File: config.mk
export PLATFORM = sky130hd
export DESIGN_NAME = fft_frame_sched
export DESIGN_NICKNAME = d
export VERILOG_FILES = /design/src/rtl/fft_frame_sched_pkg.sv /design/src/rtl/fft_frame_sched_rr_arbiter.sv /design/src/rtl/fft_frame_sched.sv
export SDC_FILE = /design/constraint.sdc
export NUM_CORES = 1
export LEC_CHECK = 0
export CORE_MARGIN = 8
export CORE_UTILIZATION = 39
export CTS_CLUSTER_DIAMETER = 50
export DETAILED_ROUTE_END_ITERATION = 12
export PLACE_DENSITY_LB_ADDON = 0.1
export SLEW_MARGIN = 10
export SYNTH_ARGS = -nofsm -noshare
export SYNTH_HDL_FRONTEND = slang
export SYNTH_SLANG_ARGS = --single-unit
File: constraint.sdc
create_clock -name i_clk -period 2.4 [get_ports i_clk]
set_input_delay 0.48 -clock i_clk [delete_from_list [all_inputs] [get_ports i_clk]]
set_output_delay 0.48 -clock i_clk [all_outputs]
set_load 0.05 [all_outputs]
File: src/rtl/fft_frame_sched_pkg.sv
// Shared types and helpers for the FFT frame scheduler.
package fft_frame_sched_pkg;

  typedef enum logic [1:0] {
    ST_IDLE     = 2'd0,
    ST_LOAD     = 2'd1,
    ST_WAIT_RES = 2'd2,
    ST_UNLOAD   = 2'd3
  } fsm_state_t;

  // Smallest r with 2**r >= n; 0 for n <= 1.
  function automatic int unsigned ceil_log2(input int unsigned n);
    int unsigned r;
    r = 0;
    for (int unsigned i = 0; i < 32; i++) begin
      if ((64'd1 << i) < 64'(n)) r = i + 1;
    end
    return r;
  endfunction

endpackage

File: src/rtl/fft_frame_sched_rr_arbiter.sv
// Round-robin grant: first requesting channel strictly after the last grant, wrapping.
module fft_rr_arbiter
  import fft_frame_sched_pkg::*;
#(
  parameter  int unsigned NCH = 4,
  localparam int unsigned CHW = (NCH > 1) ? ceil_log2(NCH) : 1
) (
  input  logic [NCH-1:0] i_req,
  input  logic [NCH-1:0] i_last_gnt,
  output logic [NCH-1:0] o_gnt,
  output logic [CHW-1:0] o_gnt_idx,
  output logic           o_any
);

  logic [CHW-1:0] w_last_idx;
  logic [CHW-1:0] w_idx;
  logic           w_found;

  assign o_any = |i_req;

  always_comb begin
    w_last_idx = '0;
    w_idx      = '0;
    w_found    = 1'b0;
    o_gnt      = '0;
    o_gnt_idx  = '0;
    for (int unsigned i = 0; i < NCH; i++) begin
      if (i_last_gnt[CHW'(i)]) w_last_idx = CHW'(i);
    end
    // Offset 1..NCH from the last grant; offset NCH revisits the last grant itself.
    for (int unsigned k = 1; k <= NCH; k++) begin
      w_idx = CHW'((32'(w_last_idx) + k) % NCH);
      if (!w_found && i_req[w_idx]) begin
        o_gnt[w_idx] = 1'b1;
        o_gnt_idx    = w_idx;
        w_found      = 1'b1;
      end
    end
  end

endmodule

File: src/rtl/fft_frame_sched.sv
// Time-shares one FFT core between NCH ADC channel FIFOs, one frame in flight,
// and tags each result sample with its channel and bin.
module fft_frame_sched
  import fft_frame_sched_pkg::*;
#(
  parameter  int unsigned NCH     = 4,
  parameter  int unsigned POINTS  = 256,
  parameter  int unsigned WIDTH   = 18,
  parameter  int unsigned TIMEOUT = 65535,
  localparam int unsigned LOGPTS  = ceil_log2(POINTS),
  localparam int unsigned EXPW    = ceil_log2(LOGPTS) + 1,
  localparam int unsigned CHW     = (NCH > 1) ? ceil_log2(NCH) : 1,
  localparam int unsigned TOW     = ceil_log2(TIMEOUT + 1)
) (
  input  logic                 i_clk,
  input  logic                 i_grst,
  input  logic [NCH-1:0]       i_ch_req,
  input  logic [NCH*WIDTH-1:0] i_ch_data,
  output logic [NCH-1:0]       o_ch_rd,
  input  logic                 i_fft_buf_ready,
  output logic                 o_fft_datai_valid,
  output logic [WIDTH-1:0]     o_fft_datai_re,
  output logic [WIDTH-1:0]     o_fft_datai_im,
  input  logic                 i_fft_outp_ready,
  output logic                 o_fft_read_outp,
  input  logic                 i_fft_datao_valid,
  input  logic [WIDTH-1:0]     i_fft_datao_re,
  input  logic [WIDTH-1:0]     i_fft_datao_im,
  input  logic [EXPW-1:0]      i_fft_scale_exp,
  output logic                 o_out_valid,
  output logic [WIDTH-1:0]     o_out_re,
  output logic [WIDTH-1:0]     o_out_im,
  output logic [EXPW-1:0]      o_out_exp,
  output logic [CHW-1:0]       o_out_ch,
  output logic [LOGPTS-1:0]    o_out_bin,
  output logic                 o_out_last,
  input  logic                 i_out_ready,
  output logic                 o_err,
  output logic [15:0]          o_frame_cnt
);

  fsm_state_t        r_state;
  logic [CHW-1:0]    r_grant;
  logic [NCH-1:0]    r_last_gnt;
  logic [LOGPTS-1:0] r_smp_cnt;
  logic [LOGPTS-1:0] r_bin_cnt;
  logic [TOW-1:0]    r_to_cnt;
  logic              r_err;
  logic [15:0]       r_frame_cnt;
  logic              r_read_outp;
  logic              r_out_valid;
  logic              r_out_last;
  logic [WIDTH-1:0]  r_out_re;
  logic [WIDTH-1:0]  r_out_im;
  logic [EXPW-1:0]   r_out_exp;
  logic [CHW-1:0]    r_out_ch;
  logic [LOGPTS-1:0] r_out_bin;

  logic [NCH-1:0]    w_arb_gnt;
  logic [CHW-1:0]    w_arb_idx;
  logic              w_arb_any;
  logic              w_in_load;
  logic              w_load_stb;

  fft_rr_arbiter #(.NCH(NCH)) u_arb (
    .i_req      (i_ch_req),
    .i_last_gnt (r_last_gnt),
    .o_gnt      (w_arb_gnt),
    .o_gnt_idx  (w_arb_idx),
    .o_any      (w_arb_any)
  );

  // Load strobes follow BUF_READY in the same cycle; reset forces them low immediately.
  always_comb begin
    w_in_load         = (r_state == ST_LOAD) && !i_grst;
    w_load_stb        = w_in_load && i_fft_buf_ready;
    o_ch_rd           = '0;
    o_fft_datai_valid = w_load_stb;
    o_fft_datai_re    = '0;
    if (w_load_stb) o_ch_rd[r_grant] = 1'b1;
    if (w_in_load)  o_fft_datai_re = i_ch_data[32'(r_grant)*WIDTH +: WIDTH];
  end

  assign o_fft_datai_im = '0;

  always_ff @(posedge i_clk) begin
    if (i_grst) begin
      r_state     <= ST_IDLE;
      r_grant     <= '0;
      r_last_gnt  <= NCH'(1) << (NCH - 1);
      r_smp_cnt   <= '0;
      r_bin_cnt   <= '0;
      r_to_cnt    <= '0;
      r_err       <= 1'b0;
      r_frame_cnt <= '0;
      r_read_outp <= 1'b0;
      r_out_valid <= 1'b0;
      r_out_last  <= 1'b0;
      r_out_re    <= '0;
      r_out_im    <= '0;
      r_out_exp   <= '0;
      r_out_ch    <= '0;
      r_out_bin   <= '0;
    end else begin
      r_read_outp <= 1'b0;
      r_out_valid <= 1'b0;
      r_out_last  <= 1'b0;
      case (r_state)
        ST_IDLE: begin
          if (w_arb_any) begin
            r_grant    <= w_arb_idx;
            r_last_gnt <= w_arb_gnt;
            r_smp_cnt  <= '0;
            r_state    <= ST_LOAD;
          end
        end
        ST_LOAD: begin
          // CH_REQ is not consulted here: a granted frame always completes.
          if (i_fft_buf_ready) begin
            if (r_smp_cnt == LOGPTS'(POINTS - 1)) begin
              r_smp_cnt <= '0;
              r_to_cnt  <= '0;
              r_state   <= ST_WAIT_RES;
            end else begin
              r_smp_cnt <= r_smp_cnt + LOGPTS'(1);
            end
          end
        end
        ST_WAIT_RES: begin
          if (i_fft_outp_ready && i_out_ready) begin
            r_read_outp <= 1'b1;
            r_out_exp   <= i_fft_scale_exp;
            r_bin_cnt   <= '0;
            r_state     <= ST_UNLOAD;
          end else if (r_to_cnt == TOW'(TIMEOUT - 1)) begin
            r_err   <= 1'b1;
            r_state <= ST_IDLE;
          end else begin
            r_to_cnt <= r_to_cnt + TOW'(1);
          end
        end
        ST_UNLOAD: begin
          if (i_fft_datao_valid) begin
            r_out_valid <= 1'b1;
            r_out_re    <= i_fft_datao_re;
            r_out_im    <= i_fft_datao_im;
            r_out_ch    <= r_grant;
            r_out_bin   <= r_bin_cnt;
            r_out_last  <= (r_bin_cnt == LOGPTS'(POINTS - 1));
            if (r_bin_cnt == LOGPTS'(POINTS - 1)) begin
              r_bin_cnt   <= '0;
              r_frame_cnt <= r_frame_cnt + 16'd1;
              r_state     <= ST_IDLE;
            end else begin
              r_bin_cnt <= r_bin_cnt + LOGPTS'(1);
            end
          end
        end
        default: r_state <= ST_IDLE;
      endcase
    end
  end

  assign o_fft_read_outp = r_read_outp;
  assign o_out_valid     = r_out_valid;
  assign o_out_re        = r_out_re;
  assign o_out_im        = r_out_im;
  assign o_out_exp       = r_out_exp;
  assign o_out_ch        = r_out_ch;
  assign o_out_bin       = r_out_bin;
  assign o_out_last      = r_out_last;
  assign o_err           = r_err;
  assign o_frame_cnt     = r_frame_cnt;

endmodule

# == Word-level counts from Yosys, hierarchy flattened ==
# Cells that the tools add are included.
# word_totals
reg_bits,110
inputBits,122
output_inout_bits,111
wordCells,147
# op_classes
addsub,8
multipliers,1
order_cmp,10
n_eq_ne,15
shift,1
n_mux,57
bitwise_logic,7
n_reduce_logical,32
# op_table
operator,count
$shiftx A72 B8 Y18,1
$mux W16,4
$mux W8,6
$add A16 B1 Y16 const B,2
$pmux W16 S2,1
$pmux W8 S2,2
$mux W2,13
$mux W4,5
$mux W18,1
$add A8 B1 Y8 const B,2
$eq A16 B16 Y1 const B,1
$eq A8 B8 Y1 const B,2
$lt A2 B3 Y1 const B,5
$mux W1,15
$ne A2 B2 Y1 const B,6
$or A4 B4 Y4,3
$reduce_and A3 Y1,4
$logic_and A1 B1 Y1,11
$demux W1 S2,5
$ge A2 B1 Y1 const B,5
$bmux W1 S2,4
$pmux W2 S4,1
$mul A2 B4 Y6 const B,1
$reduce_and A2 Y1,3
other kinds (15),28

# == Longest topological paths before layout ==
# logic_depth
ltp_word,16
ltp_mapped,10
mapped_depth_nobuf,9

# == Cells and area by module ==
# Synthesis repeated with hierarchy kept, for this count alone.
# hier_totals
cells_unflattened,699
hier_area_um2,5855.6
# by_module_without_submodules
mod,n_inst,cells_per_inst,area_each_um2,seq_area_each_um2
fft_frame_sched,1,626,5327.6,2202.1
fft_rr_arbiter,1,73,528.0,0.0

# == Least setup slack after synthesis ==
# OpenSTA, ideal clock, no wires.
# synth_timing
path_type,register -> output
from,register r_state[1]
to,output port o_ch_rd[1]
t_arrival_ns,2.414
t_required_ns,1.920
path_slack_ns,-0.494
path_stages_with_launch,7
path_buffers,1
cell_sequence,dfxtp_1 buf_2 nor2b_1 nand2_1 nor2_1 nand2_1 nor2_1
# synth_between
elab_chain_cells,4
# synth_lines
element,line,rtl
from (decl),fft_frame_sched.sv:42,fsm_state_t r_state;
from (signal assigned),fft_frame_sched.sv:88,r_state <= ST_IDLE;
from (signal assigned),fft_frame_sched.sv:114,r_state <= ST_LOAD;
from (signal assigned),fft_frame_sched.sv:123,r_state <= ST_WAIT_RES;
$eq A2 B1 Y1,fft_frame_sched.sv:75,w_in_load = (r_state == ST_LOAD) && !i_grst;
$logic_and A1 B1 Y1,fft_frame_sched.sv:75,
$logic_and A1 B1 Y1,fft_frame_sched.sv:76,w_load_stb = w_in_load && i_fft_buf_ready;
named net o_fft_datai_valid,fft_frame_sched.sv:21,"output logic o_fft_datai_valid,"
$mux W4,fft_frame_sched.sv:80,if (w_load_stb) o_ch_rd[r_grant] = 1'b1;
to (decl),fft_frame_sched.sv:19,"output logic [NCH-1:0] o_ch_rd,"
# The timed path passes the listed nets, and every way through them passes these cells.

# == Worst setup path in the final report ==
# layout_timing
from,register r_grant[0]
to,output port o_fft_datai_re[5]
# layout_between
elab_chain_cells,3
# layout_lines
element,line,rtl
from (decl),fft_frame_sched.sv:43,logic [CHW-1:0] r_grant;
from (signal assigned),fft_frame_sched.sv:111,r_grant <= w_arb_idx;
$mul A2 B4 Y6,fft_frame_sched.sv:81,if (w_in_load) o_fft_datai_re = i_ch_data[32'(r_grant)*WIDTH +: WIDTH];
$shiftx A72 B8 Y18,fft_frame_sched.sv:81,
$mux W18,fft_frame_sched.sv:81,
to (decl),fft_frame_sched.sv:22,"output logic [WIDTH-1:0] o_fft_datai_re,"
# No other way between the ends.

==> flow_metrics.tcl <==
set metrics [dict create \
    gp_congestion 0.921 \
    ir_drop_v 0.000430 \
    wl_met2_um 8440 \
    holdPathStages 2 \
    start_util 0.398 \
    synthFlopType "dfxtp_1" \
    met3_length_um 1490 \
    placed_area_um2 7990 \
    cts.sinks 109 \
    cts_hold_buf 0 \
    ant_nets 0 \
    leakagePower_nw 2.99 \
    r2r_cells 7 \
    arrival_ns 1.81 \
    fp.dieW_um 135 \
    clockBufferDepth 2 \
    critPathKind "register to output pin" \
    cts_tree "yes" \
    avgSynthCellArea_um2 8.37 \
    grt_max_degree 57 \
    yosysTopAreaCell "dfxtp_1" \
    drv_slew 0 \
    power_density_nw_per_um2 664 \
    cts_buffers 9 \
    slowest_stage "mux4_2" \
    drc 0 \
    first_pass_iters 4 \
    path_max_fanout 22 \
    clk-insertion-delay-late_ns 0.34 \
    htreeDepth 3 \
    grt_usage 0.189 \
    timing.rr.start "r_last_gnt[1]" \
    synthDistinctLibCells 53 \
    antenna_found_initial 1 \
    worstHoldStart "o_out_bin[2]" \
    final_hold_viol_count 0 \
    fmax_ghz 0.436 \
    synth_seq_cells 109 \
    status "finished clean" \
    slew_headroom 0.565 \
    numPortBuffers 214 \
    hpwl_um 13700 \
    cts_root_buf "clkbuf_16" \
    wirelength_um 17600 \
    path_clk_slew_ns 0.07 \
    syn2layout_area_growth_pct 51.0 \
    fin_area_um2 8310 \
    synth_top_area_frac 0.396 \
    cap_violations 0 \
    final_common_cell "clkdlybuf4s50_1" \
    yosysSeqAreaShare 0.396 \
    num_vias 5429 \
    synth_cells 658 \
    synthTopCellsByArea "dfxtp_1 (40%), nand2_1 (8.7%), mux4_2 (8.2%)" \
    finalCriticalPeriod_ns 2.29 \
    fin_util 0.601 \
    ys_warn_count 0 \
    min_period_over_period 0.956 \
    ios 233 \
    grt.overflow.total 0 \
    synth-async-reset-ratio 0 \
    tightestPinTransition_ns 0.648 \
    setup_viol 0 \
    top_layer_used "met4" \
    end_kind "output pin" \
    die_h_um 135 \
    die-area_um2 18200 \
    rsz0062_at_grt "false" \
    synth_edf_count 0 \
    hold_class "register to register" \
    n_fill_cell 1213 \
    drive_above_1_share 0.139 \
    most-common-layout-cells "clkdlybuf4s50_1 (190), nand2_1 (127), dfxtp_1 (107)" \
    crit_path_start "r_grant[0]" \
    clock_skew_ns 0.00520 \
    cp_data_required_time_ns 1.92 \
    wl_per_cell_um 16.5 \
    grt_pass1_vias 5426 \
    core_area_um2 13800 \
    via_per_inst 5.10 \
    synth.cell_area_um2 5510 \
    first_iter_violations 301 \
    wl_met1_um 7100 \
    grt_pass1_wl_um 28100 \
    row_count 43 \
    nets 1010 \
    cp_slowest_stage_delay_ns 0.52 \
    cp-start-kind "register" \
    crit_path_cell_trace "buf_12 -> mux4_2 -> nor2b_1 -> buf_4" \
]
## synth_stat cells, drive strengths merged, types with 3 or more instances
master	count
a211oi	4
and3	11
nand4	22
ha	9
inv	11
or3	10
nor2	57
nor4	8
dfxtp	109
nor3b	5
nand3b	3
xnor2	8
mux4	20
mux2i	4
a21oi	73
buf	28
clkbuf	30
or2	4
nor2b	22
nand2	127
nand3	16
nor3	10
o21ai	14
xor2	28
nand2b	5
## flip-flops by register name, summed over array words and instances, names as in the netlist, 3 cells and up
register and count:
r_smp_cnt 8, r_last_gnt 3, o_out_im 18, o_out_re 18
o_out_bin 8, o_frame_cnt 16, o_out_exp 4, r_to_cnt 16
r_bin_cnt 8
## timing repair
item	in CTS	in global routing
resized for setup	1	4
endpoints found under the setup margin	1	4
setup buffers	0	0
## critical path, delay by kind of cell, from the launching register on
kind,cells,cell delay (ns)
multiplexers,1,0.52
AND/OR/NAND/NOR,1,0.17
buffers and inverters,2,0.41
flip-flops,1,0.37
## power by group
| group | internal (mW) | switching (mW) | leakage [nW] |
|---|---|---|---|
| clock | 0.844 | 0.653 | 0.147 |
| sequential | 1.86 | 0.0743 | 0.880 |
| combinational | 0.989 | 1.10 | 1.96 |
## stage by stage
step                      TNS, ns  std cells  hold WS, ns  setup WS (ns)  total power [mW]
after floorplan            -0.169        675        0.450        -0.0809              3.32
after global placement          0       1048        0.443         0.0508              3.98
after detailed placement  -0.0191       1048        0.446        -0.0191              4.01
after CTS                       0       1063        0.455         0.0463              5.53
after global routing            0       1064        0.472        0.00328              5.81
final                           0       1064        0.452          0.105              5.52
## path summary, 6_finish.rpt
check                                         end  slack [ns]
worst max-delay path            o_fft_datai_re[5]        0.11
worst min-delay path                 o_out_bin[2]        0.45
worst max register to register      r_last_gnt[3]        0.14
worst min register to register       o_out_bin[2]        0.45
## metal layers
| layer | global-route usage | vias to the layer above |
|---|---|---|
| li1 | - | 2664 |
| met1 | 0.213 | 2529 |
| met2 | 0.325 | 206 |
| met3 | 0.0576 | 30 |
| met4 | 0.0792 | 0 |
| met5 | 0 | - |
## cells by family (layout without fill, tap and decap cells)
| logic type | after synthesis | in the layout | share of synthesized area |
|---|---|---|---|
| mux | 25 | 25 | 0.0911 |
| simple gates | 305 | 305 | 0.266 |
| fa+ha+maj | 9 | 9 | 0.0205 |
| flops | 109 | 109 | 0.396 |
| xor+xnor | 36 | 36 | 0.0573 |
| other cells | 1 | 19 | 0.000681 |
| buf+inv | 69 | 277 | 0.0609 |
| compound gates | 104 | 104 | 0.108 |
## final cells by class
class	count	area (um2)	share of cell area
multi-input cells	497	3090	0.372
repair buffers	251	2460	0.296
flip-flops and latches	109	2180	0.263
clock buffers	10	239	0.0287
well taps	180	225	0.0271
clock inverters	5	66.3	0.00798
inverters	11	43.8	0.00527
diodes	1	2.50	0.000301
Note: power is estimated with default switching activity, not from simulation.
